File: config.mk
export PLATFORM = sky130hd
export DESIGN_NAME = serial_uart_bridge_flat
export DESIGN_NICKNAME = d
export VERILOG_FILES = /design/src/rtl/serial_uart_bridge_if.sv /design/src/rtl/serial_uart_bridge.sv /design/src/flat_wrapper.sv
export SDC_FILE = /design/constraint.sdc
export NUM_CORES = 1
export LEC_CHECK = 0
export ABC_AREA = 1
export BUFFER_PORTS_ARGS = -buffer_cell sky130_fd_sc_hd__buf_2
export CAP_MARGIN = 20
export CORE_UTILIZATION = 45
export DETAILED_ROUTE_END_ITERATION = 8
export PLACE_DENSITY = 0.61
export SLEW_MARGIN = 20
export SYNTH_ARGS = -nofsm -noshare
export SYNTH_HDL_FRONTEND = slang
export SYNTH_SLANG_ARGS = --single-unit
File: constraint.sdc
create_clock -name clock -period 2.98 [get_ports clock]
set_input_delay 0.447 -clock clock [delete_from_list [all_inputs] [get_ports clock]]
set_output_delay 0.447 -clock clock [all_outputs]
set_load 0.05 [all_outputs]
File: src/rtl/serial_uart_bridge_if.sv
// -----------------------------------------------------------------------------
// serial_uart_bridge_if
// Processor-side byte bus of the UART bridge.
//   serial_out      : byte from the processor to be transmitted
//   serial_wren_out : write strobe for serial_out
//   serial_rden_out : read strobe, pops the received byte
//   serial_in       : received byte presented to the processor (8'h00 when empty)
//   serial_valid_in : serial_in holds a valid byte
//   serial_ready_in : TX FIFO can accept a byte
// The master modport is the processor side; the slave modport is the bridge.
// -----------------------------------------------------------------------------
interface serial_uart_bridge_if;
  logic [7:0] serial_out;
  logic       serial_wren_out;
  logic       serial_rden_out;
  logic [7:0] serial_in;
  logic       serial_valid_in;
  logic       serial_ready_in;

  modport master (
    output serial_out, serial_wren_out, serial_rden_out,
    input  serial_in, serial_valid_in, serial_ready_in
  );

  modport slave (
    input  serial_out, serial_wren_out, serial_rden_out,
    output serial_in, serial_valid_in, serial_ready_in
  );
endinterface

File: src/rtl/serial_uart_bridge.sv
// -----------------------------------------------------------------------------
// serial_uart_bridge
// Byte-wide processor bus to 8N1 UART bridge with a TX FIFO and an RX FIFO.
// Ports:
//   clock    : single clock, all state changes on the rising edge
//   reset    : asynchronous, active-high reset
//   bus      : processor byte bus (serial_uart_bridge_if, slave side)
//   uart_rx  : asynchronous serial line in, idle high
//   uart_tx  : registered serial line out, idle high
//   rx_error : sticky framing-error / overrun flag, cleared only by reset
// Parameters:
//   CLKS_PER_BIT : clocks per UART bit (even, >= 4)
//   FIFO_DEPTH   : entries per FIFO (power of two, >= 2)
// -----------------------------------------------------------------------------
module serial_uart_bridge #(
  parameter int CLKS_PER_BIT = 16,
  parameter int FIFO_DEPTH   = 4
) (
  input  logic                 clock,
  input  logic                 reset,
  serial_uart_bridge_if.slave  bus,
  input  logic                 uart_rx,
  output logic                 uart_tx,
  output logic                 rx_error
);

  localparam int PTR_W  = $clog2(FIFO_DEPTH);
  localparam int CNT_W  = PTR_W + 1;
  localparam int TICK_W = $clog2(CLKS_PER_BIT);

  localparam logic [PTR_W-1:0]  PTR_ONE    = PTR_W'(1);
  localparam logic [CNT_W-1:0]  CNT_ONE    = CNT_W'(1);
  localparam logic [CNT_W-1:0]  CNT_ZERO   = CNT_W'(0);
  localparam logic [CNT_W-1:0]  FULL_COUNT = CNT_W'(FIFO_DEPTH);
  localparam logic [TICK_W-1:0] TICK_ONE   = TICK_W'(1);
  localparam logic [TICK_W-1:0] LAST_TICK  = TICK_W'(CLKS_PER_BIT - 1);
  localparam logic [TICK_W-1:0] HALF_TICK  = TICK_W'(CLKS_PER_BIT / 2 - 1);

  localparam logic [1:0] ST_IDLE  = 2'd0;
  localparam logic [1:0] ST_START = 2'd1;
  localparam logic [1:0] ST_DATA  = 2'd2;
  localparam logic [1:0] ST_STOP  = 2'd3;

  // ---------------------------------------------------------------- TX side
  logic [7:0]        txMem [FIFO_DEPTH];
  logic [PTR_W-1:0]  txWrPtr, txRdPtr;
  logic [CNT_W-1:0]  txCount;
  logic [1:0]        txState;
  logic [TICK_W-1:0] txTick;
  logic [2:0]        txBitIdx;
  logic [7:0]        txShift;
  logic              txPush, txPop;

  assign bus.serial_ready_in = (txCount != FULL_COUNT);
  assign txPush = bus.serial_wren_out & bus.serial_ready_in;
  // The FSM takes the next byte the moment it is idle and something is queued.
  assign txPop  = (txState == ST_IDLE) & (txCount != CNT_ZERO);

  // TX FIFO storage; contents are don't-care while empty, so no reset.
  always_ff @(posedge clock) begin
    if (txPush) txMem[txWrPtr] <= bus.serial_out;
  end

  // TX FIFO pointers and occupancy; a push and pop on one edge cancel out.
  always_ff @(posedge clock or posedge reset) begin
    if (reset) begin
      txWrPtr <= {PTR_W{1'b0}};
      txRdPtr <= {PTR_W{1'b0}};
      txCount <= CNT_ZERO;
    end else begin
      if (txPush) txWrPtr <= txWrPtr + PTR_ONE;
      if (txPop)  txRdPtr <= txRdPtr + PTR_ONE;
      case ({txPush, txPop})
        2'b10:   txCount <= txCount + CNT_ONE;
        2'b01:   txCount <= txCount - CNT_ONE;
        default: txCount <= txCount;
      endcase
    end
  end

  // TX frame FSM; uart_tx is driven from the state register itself.
  always_ff @(posedge clock or posedge reset) begin
    if (reset) begin
      txState  <= ST_IDLE;
      txTick   <= {TICK_W{1'b0}};
      txBitIdx <= 3'd0;
      txShift  <= 8'h00;
      uart_tx  <= 1'b1;
    end else begin
      case (txState)
        ST_IDLE: begin
          txTick <= {TICK_W{1'b0}};
          if (txPop) begin
            txShift <= txMem[txRdPtr];
            uart_tx <= 1'b0;
            txState <= ST_START;
          end else begin
            uart_tx <= 1'b1;
          end
        end
        ST_START: begin
          if (txTick == LAST_TICK) begin
            txTick   <= {TICK_W{1'b0}};
            txBitIdx <= 3'd0;
            uart_tx  <= txShift[0];
            txState  <= ST_DATA;
          end else begin
            txTick <= txTick + TICK_ONE;
          end
        end
        ST_DATA: begin
          if (txTick == LAST_TICK) begin
            txTick <= {TICK_W{1'b0}};
            if (txBitIdx == 3'd7) begin
              uart_tx <= 1'b1;
              txState <= ST_STOP;
            end else begin
              // bit 0 is already on the line, so the next bit is shift[1]
              txBitIdx <= txBitIdx + 3'd1;
              uart_tx  <= txShift[1];
              txShift  <= {1'b0, txShift[7:1]};
            end
          end else begin
            txTick <= txTick + TICK_ONE;
          end
        end
        ST_STOP: begin
          if (txTick == LAST_TICK) begin
            txTick  <= {TICK_W{1'b0}};
            txState <= ST_IDLE;
          end else begin
            txTick <= txTick + TICK_ONE;
          end
        end
        default: begin
          txState <= ST_IDLE;
          uart_tx <= 1'b1;
        end
      endcase
    end
  end

  // ---------------------------------------------------------------- RX side
  logic              rxSync1, rxSync2, rxLast;
  logic [1:0]        rxState;
  logic [TICK_W-1:0] rxTick;
  logic [2:0]        rxBitIdx;
  logic [7:0]        rxShift;
  logic [7:0]        rxMem [FIFO_DEPTH];
  logic [PTR_W-1:0]  rxWrPtr, rxRdPtr;
  logic [CNT_W-1:0]  rxCount;
  logic              rxStopSample, rxPushReq, rxFrameErr;
  logic              rxValid, rxPop, rxFull, rxAccept, rxOverrun;

  // Stop bit is sampled on the last tick of STOP; its level decides push vs error.
  assign rxStopSample = (rxState == ST_STOP) & (rxTick == LAST_TICK);
  assign rxPushReq    = rxStopSample & rxSync2;
  assign rxFrameErr   = rxStopSample & ~rxSync2;

  assign rxValid   = (rxCount != CNT_ZERO);
  assign rxFull    = (rxCount == FULL_COUNT);
  assign rxPop     = bus.serial_rden_out & rxValid;
  // A full FIFO still takes the byte when the processor pops on the same edge.
  assign rxAccept  = rxPushReq & (~rxFull | rxPop);
  assign rxOverrun = rxPushReq & rxFull & ~rxPop;

  assign bus.serial_valid_in = rxValid;
  assign bus.serial_in       = rxValid ? rxMem[rxRdPtr] : 8'h00;

  // Two-flop synchronizer plus one history flop for falling-edge detection.
  always_ff @(posedge clock or posedge reset) begin
    if (reset) begin
      rxSync1 <= 1'b1;
      rxSync2 <= 1'b1;
      rxLast  <= 1'b1;
    end else begin
      rxSync1 <= uart_rx;
      rxSync2 <= rxSync1;
      rxLast  <= rxSync2;
    end
  end

  // RX frame FSM; START checks mid-bit so a short low glitch is ignored.
  always_ff @(posedge clock or posedge reset) begin
    if (reset) begin
      rxState  <= ST_IDLE;
      rxTick   <= {TICK_W{1'b0}};
      rxBitIdx <= 3'd0;
      rxShift  <= 8'h00;
    end else begin
      case (rxState)
        ST_IDLE: begin
          rxTick <= {TICK_W{1'b0}};
          if (rxLast & ~rxSync2) rxState <= ST_START;
        end
        ST_START: begin
          if (rxTick == HALF_TICK) begin
            rxTick   <= {TICK_W{1'b0}};
            rxBitIdx <= 3'd0;
            rxState  <= rxSync2 ? ST_IDLE : ST_DATA;
          end else begin
            rxTick <= rxTick + TICK_ONE;
          end
        end
        ST_DATA: begin
          if (rxTick == LAST_TICK) begin
            rxTick  <= {TICK_W{1'b0}};
            rxShift <= {rxSync2, rxShift[7:1]};
            if (rxBitIdx == 3'd7) begin
              rxState <= ST_STOP;
            end else begin
              rxBitIdx <= rxBitIdx + 3'd1;
            end
          end else begin
            rxTick <= rxTick + TICK_ONE;
          end
        end
        ST_STOP: begin
          if (rxTick == LAST_TICK) begin
            rxTick  <= {TICK_W{1'b0}};
            rxState <= ST_IDLE;
          end else begin
            rxTick <= rxTick + TICK_ONE;
          end
        end
        default: rxState <= ST_IDLE;
      endcase
    end
  end

  // RX FIFO storage; contents are don't-care while empty, so no reset.
  always_ff @(posedge clock) begin
    if (rxAccept) rxMem[rxWrPtr] <= rxShift;
  end

  // RX FIFO pointers, occupancy and the sticky error flag.
  always_ff @(posedge clock or posedge reset) begin
    if (reset) begin
      rxWrPtr  <= {PTR_W{1'b0}};
      rxRdPtr  <= {PTR_W{1'b0}};
      rxCount  <= CNT_ZERO;
      rx_error <= 1'b0;
    end else begin
      if (rxAccept) rxWrPtr <= rxWrPtr + PTR_ONE;
      if (rxPop)    rxRdPtr <= rxRdPtr + PTR_ONE;
      case ({rxAccept, rxPop})
        2'b10:   rxCount <= rxCount + CNT_ONE;
        2'b01:   rxCount <= rxCount - CNT_ONE;
        default: rxCount <= rxCount;
      endcase
      if (rxFrameErr | rxOverrun) rx_error <= 1'b1;
    end
  end

endmodule

File: src/flat_wrapper.sv
// flat-port wrapper written by rule: the top's interface ports become plain ports
module serial_uart_bridge_flat 
#(
  parameter int CLKS_PER_BIT = 16,
  parameter int FIFO_DEPTH   = 4
)
  (clock, reset, uart_rx, uart_tx, rx_error, bus_serial_out, bus_serial_wren_out, bus_serial_rden_out, bus_serial_in, bus_serial_valid_in, bus_serial_ready_in);
  serial_uart_bridge_if bus_i ();
  input  logic clock;
  input  logic reset;
  input  logic uart_rx;
  output logic uart_tx;
  output logic rx_error;
  input wire logic [$bits(bus_i.serial_out)-1:0] bus_serial_out;
  input wire logic [$bits(bus_i.serial_wren_out)-1:0] bus_serial_wren_out;
  input wire logic [$bits(bus_i.serial_rden_out)-1:0] bus_serial_rden_out;
  output wire logic [$bits(bus_i.serial_in)-1:0] bus_serial_in;
  output wire logic [$bits(bus_i.serial_valid_in)-1:0] bus_serial_valid_in;
  output wire logic [$bits(bus_i.serial_ready_in)-1:0] bus_serial_ready_in;
  assign bus_i.serial_out = bus_serial_out;
  assign bus_i.serial_wren_out = bus_serial_wren_out;
  assign bus_i.serial_rden_out = bus_serial_rden_out;
  assign bus_serial_in = bus_i.serial_in;
  assign bus_serial_valid_in = bus_i.serial_valid_in;
  assign bus_serial_ready_in = bus_i.serial_ready_in;
  serial_uart_bridge #(.CLKS_PER_BIT(CLKS_PER_BIT), .FIFO_DEPTH(FIFO_DEPTH)) u_core (.clock(clock), .reset(reset), .bus(bus_i), .uart_rx(uart_rx), .uart_tx(uart_tx), .rx_error(rx_error));
endmodule
==> impl_metrics.sql <==
INSERT INTO impl_metrics (metric_group, metric, value, unit) VALUES
('critical_path', 'timing.critical_path.arrival', '2.01', 'ns'),
('sta', 'finalSetupViolations', '0', ''),
('critical_path', 'critPathRequiredTime', '2.53', 'ns'),
('min_path', 'timing.hold.worst.class', 'in2reg', ''),
('critical_path', 'reg2reg_slack', '0.74', 'ns'),
('finish', 'post-route-cell-area', '6100', 'um^2'),
('routing', 'wl_met3', '291', 'um'),
('synthesis', 'ys.warnings.count', '0', ''),
('routing', 'top_layer', 'met4', ''),
('cts', 'numCtsBuffers', '17', ''),
('routing', 'met2_routed_wl', '4.25', 'mm'),
('floorplanning', 'rows', '39', ''),
('global_route', 'grt_first_pass_wirelength', '15.4', 'mm'),
('floorplanning', 'initial_core_util', '0.460', ''),
('power_and_ir_drop', 'sequentialPowerShare', '0.393', ''),
('placed_design', 'gp_congestion', '0.783', ''),
('routing', 'routed_wl', '9.05', 'mm'),
('cts', 'number_of_h_tree_levels', '4', ''),
('critical_path', 'cp_top_family', 'flip-flops', ''),
('power_and_ir_drop', 'power.leakage', '2.76', 'nW'),
('cts', 'root_buffer', 'sky130_fd_sc_hd__clkbuf_16', ''),
('power_and_ir_drop', 'switching_share_of_total_power', '0.313', ''),
('placed_design', 'hpwl_after_dpl', '6.08', 'mm'),
('critical_path', 'timing_worst_setup_path_type', 'reg2out', ''),
('global_route', 'grt_use_total', '0.171', ''),
('cts', 'cts_tree', 'yes', ''),
('routing', 'via_count', '3361', ''),
('cts', 'cts_hold_buffers', '0', ''),
('critical_path', 'crit_fanout', '19', ''),
('sta', 'min_cycle_time_layout', '2.46', 'ns'),
('synthesis', 'yosysSeqAreaShare', '0.621', ''),
('finish', 'fin_nets', '586', ''),
('power_and_ir_drop', 'power_density', '861', 'nW/um^2'),
('sta', 'period_utilization_post_route', '0.826', ''),
('sta', 'grt_setup_unrepaired', 'no', ''),
('floorplanning', 'ioPinCount', '25', ''),
('routing', 'remaining_drc_errors', '0', ''),
('floorplanning', 'core_region_area', '11400', 'um^2'),
('sta', 'clock-skew-final', '0.00897', 'ns'),
('finish', 'nFillCells', '977', ''),
('floorplanning', 'die_height', '110', 'um'),
('placed_design', 'dpl_cell_area', '5510', 'um^2'),
('finish', 'number_of_antenna_diodes', '0', ''),
('power_and_ir_drop', 'share_clk_of_total_power', '0.390', ''),
('sta', 'max_slew.worst_pin.slew', '0.822', 'ns'),
('sta', 'hold_violations', '0', ''),
('synthesis', 'synth_seq_cells', '117', ''),
('floorplanning', 'floorplan.die.width', '110', 'um'),
('finish', 'fin_util', '0.537', ''),
('global_route', 'grt_pass1_vias', '3253', ''),
('finish', 'flow.area_growth_from_synthesis', '16.5', '%'),
('power_and_ir_drop', 'power.net_switching', '1.64', 'mW'),
('global_route', 'overflow', '0', ''),
('outcome', 'result_of_the_run', 'completed', ''),
('synthesis', 'netlist_area', '5240', 'um^2'),
('sta', 'final.setup.tns', '0', 'ns'),
('run', 'drv.max_cap_violation_count', '0', ''),
('critical_path', 'worstPathCellList', 'inv_2 -> o21ai_0 -> a21oi_1 -> buf_2', ''),
('finish', 'fraction_of_final_layout_cells_sized_beyond_drive_strength_1', '0.139', ''),
('synthesis', 'yosys.cell_types.count', '30', ''),
('synthesis', 'postSynthNetCount', '550', ''),
('power_and_ir_drop', 'power_frac_comb', '0.217', ''),
('power_and_ir_drop', 'internal_power', '3.61', 'mW'),
('placed_design', 'placement.io_buffers', '24', ''),
('cts', 'postCtsSetupRepairBufs', '0', ''),
('synthesis', 'syn-mean-instance-area', '10.2', 'um^2'),
('sta', 'slew_headroom', '0.450', ''),
('critical_path', 'worstSetupEndpointType', 'primary output', ''),
('global_route', 'grt_start_max_net_pins', '31', ''),
('power_and_ir_drop', 'vdd_drop_max', '0.528', 'mV'),
('critical_path', 'start_kind', 'flop', '');
-- state kept, by name, summed over array words and instances, names as in the netlist, named ones only --
register / cells
u_core.rxSync1: 1
u_core.rxTick: 4
u_core.uart_tx: 1
u_core.rxShift: 8
u_core.txState: 2
u_core.rxLast: 1
u_core.rxSync2: 1
u_core.rxWrPtr: 2
u_core.rxBitIdx: 3
u_core.rxCount: 3
u_core.txRdPtr: 2
u_core.rx_error: 1
u_core.txWrPtr: 2
u_core.rxMem: 32
u_core.rxState: 1
u_core.txShift: 8
u_core.txCount: 3
u_core.txMem: 32
u_core.rxRdPtr: 2
u_core.txTick: 4
u_core.txBitIdx: 3
-- cell usage in the layout, fill, tap and decap left out --
master                      Yosys  final
sky130_fd_sc_hd__dfrtp_1       49     49
sky130_fd_sc_hd__inv_1         52     51
sky130_fd_sc_hd__clkinv_1       1      4
sky130_fd_sc_hd__nor2_4         1      1
sky130_fd_sc_hd__inv_2          4      5
sky130_fd_sc_hd__xnor2_1        3      3
sky130_fd_sc_hd__nand3_1       33     33
sky130_fd_sc_hd__dfstp_2        4      4
sky130_fd_sc_hd__nor2_1        61     61
sky130_fd_sc_hd__bufinv_16      0      4
sky130_fd_sc_hd__buf_4          1      5
sky130_fd_sc_hd__nand3_4        1      1
sky130_fd_sc_hd__fa_1           2      2
sky130_fd_sc_hd__xor2_1         7      7
sky130_fd_sc_hd__nor2_2         1      1
sky130_fd_sc_hd__clkinv_2       0      2
sky130_fd_sc_hd__o21ai_2        2      2
sky130_fd_sc_hd__buf_2          7     24
sky130_fd_sc_hd__nand2_2        4      4
sky130_fd_sc_hd__nand4_1        2      2
sky130_fd_sc_hd__nand3b_1       1      1
sky130_fd_sc_hd__or2_2          4      4
sky130_fd_sc_hd__nor3_4         2      2
sky130_fd_sc_hd__o21ai_0       33     33
sky130_fd_sc_hd__nand2_1      127    127
sky130_fd_sc_hd__clkbuf_16      0     17
sky130_fd_sc_hd__ha_1          22     22
sky130_fd_sc_hd__a21oi_1       20     20
sky130_fd_sc_hd__a21o_1         1      1
sky130_fd_sc_hd__clkinv_4       0      2
sky130_fd_sc_hd__clkbuf_1       2      3
sky130_fd_sc_hd__edfxtp_1      64     64
-- metrics by stage --
stage | hold slack [ns] | power (mW) | cells
2_1_floorplan | 0.345 | 2.99 | 513
3_3_place_gp | 0.346 | 3.21 | 673
3_5_place_dp | 0.347 | 3.25 | 673
4_1_cts | 0.128 | 5.32 | 704
5_1_grt | 0.134 | 5.55 | 704
6_report | 0.148 | 5.25 | 704
-- power groups by stage --
| stage | Clock, mW | Sequential [mW] | Combinational, mW |
|---|---|---|---|
| 4_1_cts | 2.09 | 2.07 | 1.16 |
| 5_1_grt | 2.16 | 2.09 | 1.30 |
| 6_report | 2.05 | 2.06 | 1.14 |
| 3_3_place_gp | 0 | 2.09 | 1.13 |
| 3_5_place_dp | 0 | 2.09 | 1.16 |
| 2_1_floorplan | 0 | 2.00 | 0.986 |
-- layer usage --
metal / track usage / up-vias
met1: 0.227 / 1573
met5: 0 / -
met2: 0.271 / 50
li1: - / 1732
met3: 0.0415 / 6
met4: 0.0629 / 0
-- final timing paths --
path / start / end / cells past startpoint
worst max-delay path: u_core.rxRdPtr[0] / bus_serial_in[1] / 4
worst min-delay path: uart_rx / u_core.rxSync1 / 1
worst max register to register: u_core.rxTick[0] / u_core.rxCount[2] / 12
worst min register to register: u_core.rxSync1 / u_core.rxSync2 / 0
max in group asynchronous: reset / u_core.uart_tx / 3
min in group asynchronous: reset / u_core.txRdPtr[1] / 2
-- cells in the mapped netlist (all sizes together) --
master,number,area share
ha,22,0.053
nor3,2,0.0062
nand2,131,0.096
edfxtp,64,0.37
a21o,1,0.0014
dfstp,4,0.020
clkinv,1,0.00072
dfrtp,49,0.23
fa,2,0.0076
nand3,34,0.035
a21oi,20,0.019
buf,9,0.010
xnor2,3,0.0050
nor2,63,0.047
clkbuf,3,0.0024
o21ai,35,0.035
or2,4,0.0048
inv,56,0.040
nand4,2,0.0024
nand3b,1,0.0014
xor2,7,0.012
-- cell type report --
cell class                      instances  area, um^2  share of cell area
Clock buffer                           20         437              0.0716
Inverter                               57         214              0.0351
Tap cell                              143         179              0.0293
Timing Repair Buffer                   29         158              0.0258
Sequential cell                       117        3250               0.533
Multi-Input combinational cell        327        1700               0.279
Clock inverter                         11         159              0.0260
-- kinds of logic after synthesis --
kind of cell / share of synthesized area
xor+xnor: 0.0167
simple gates: 0.193
buf+inv: 0.0535
compound gates: 0.0555
flops: 0.621
fa+ha+maj: 0.0602
No activity file was read; power rests on OpenSTA's default activity.
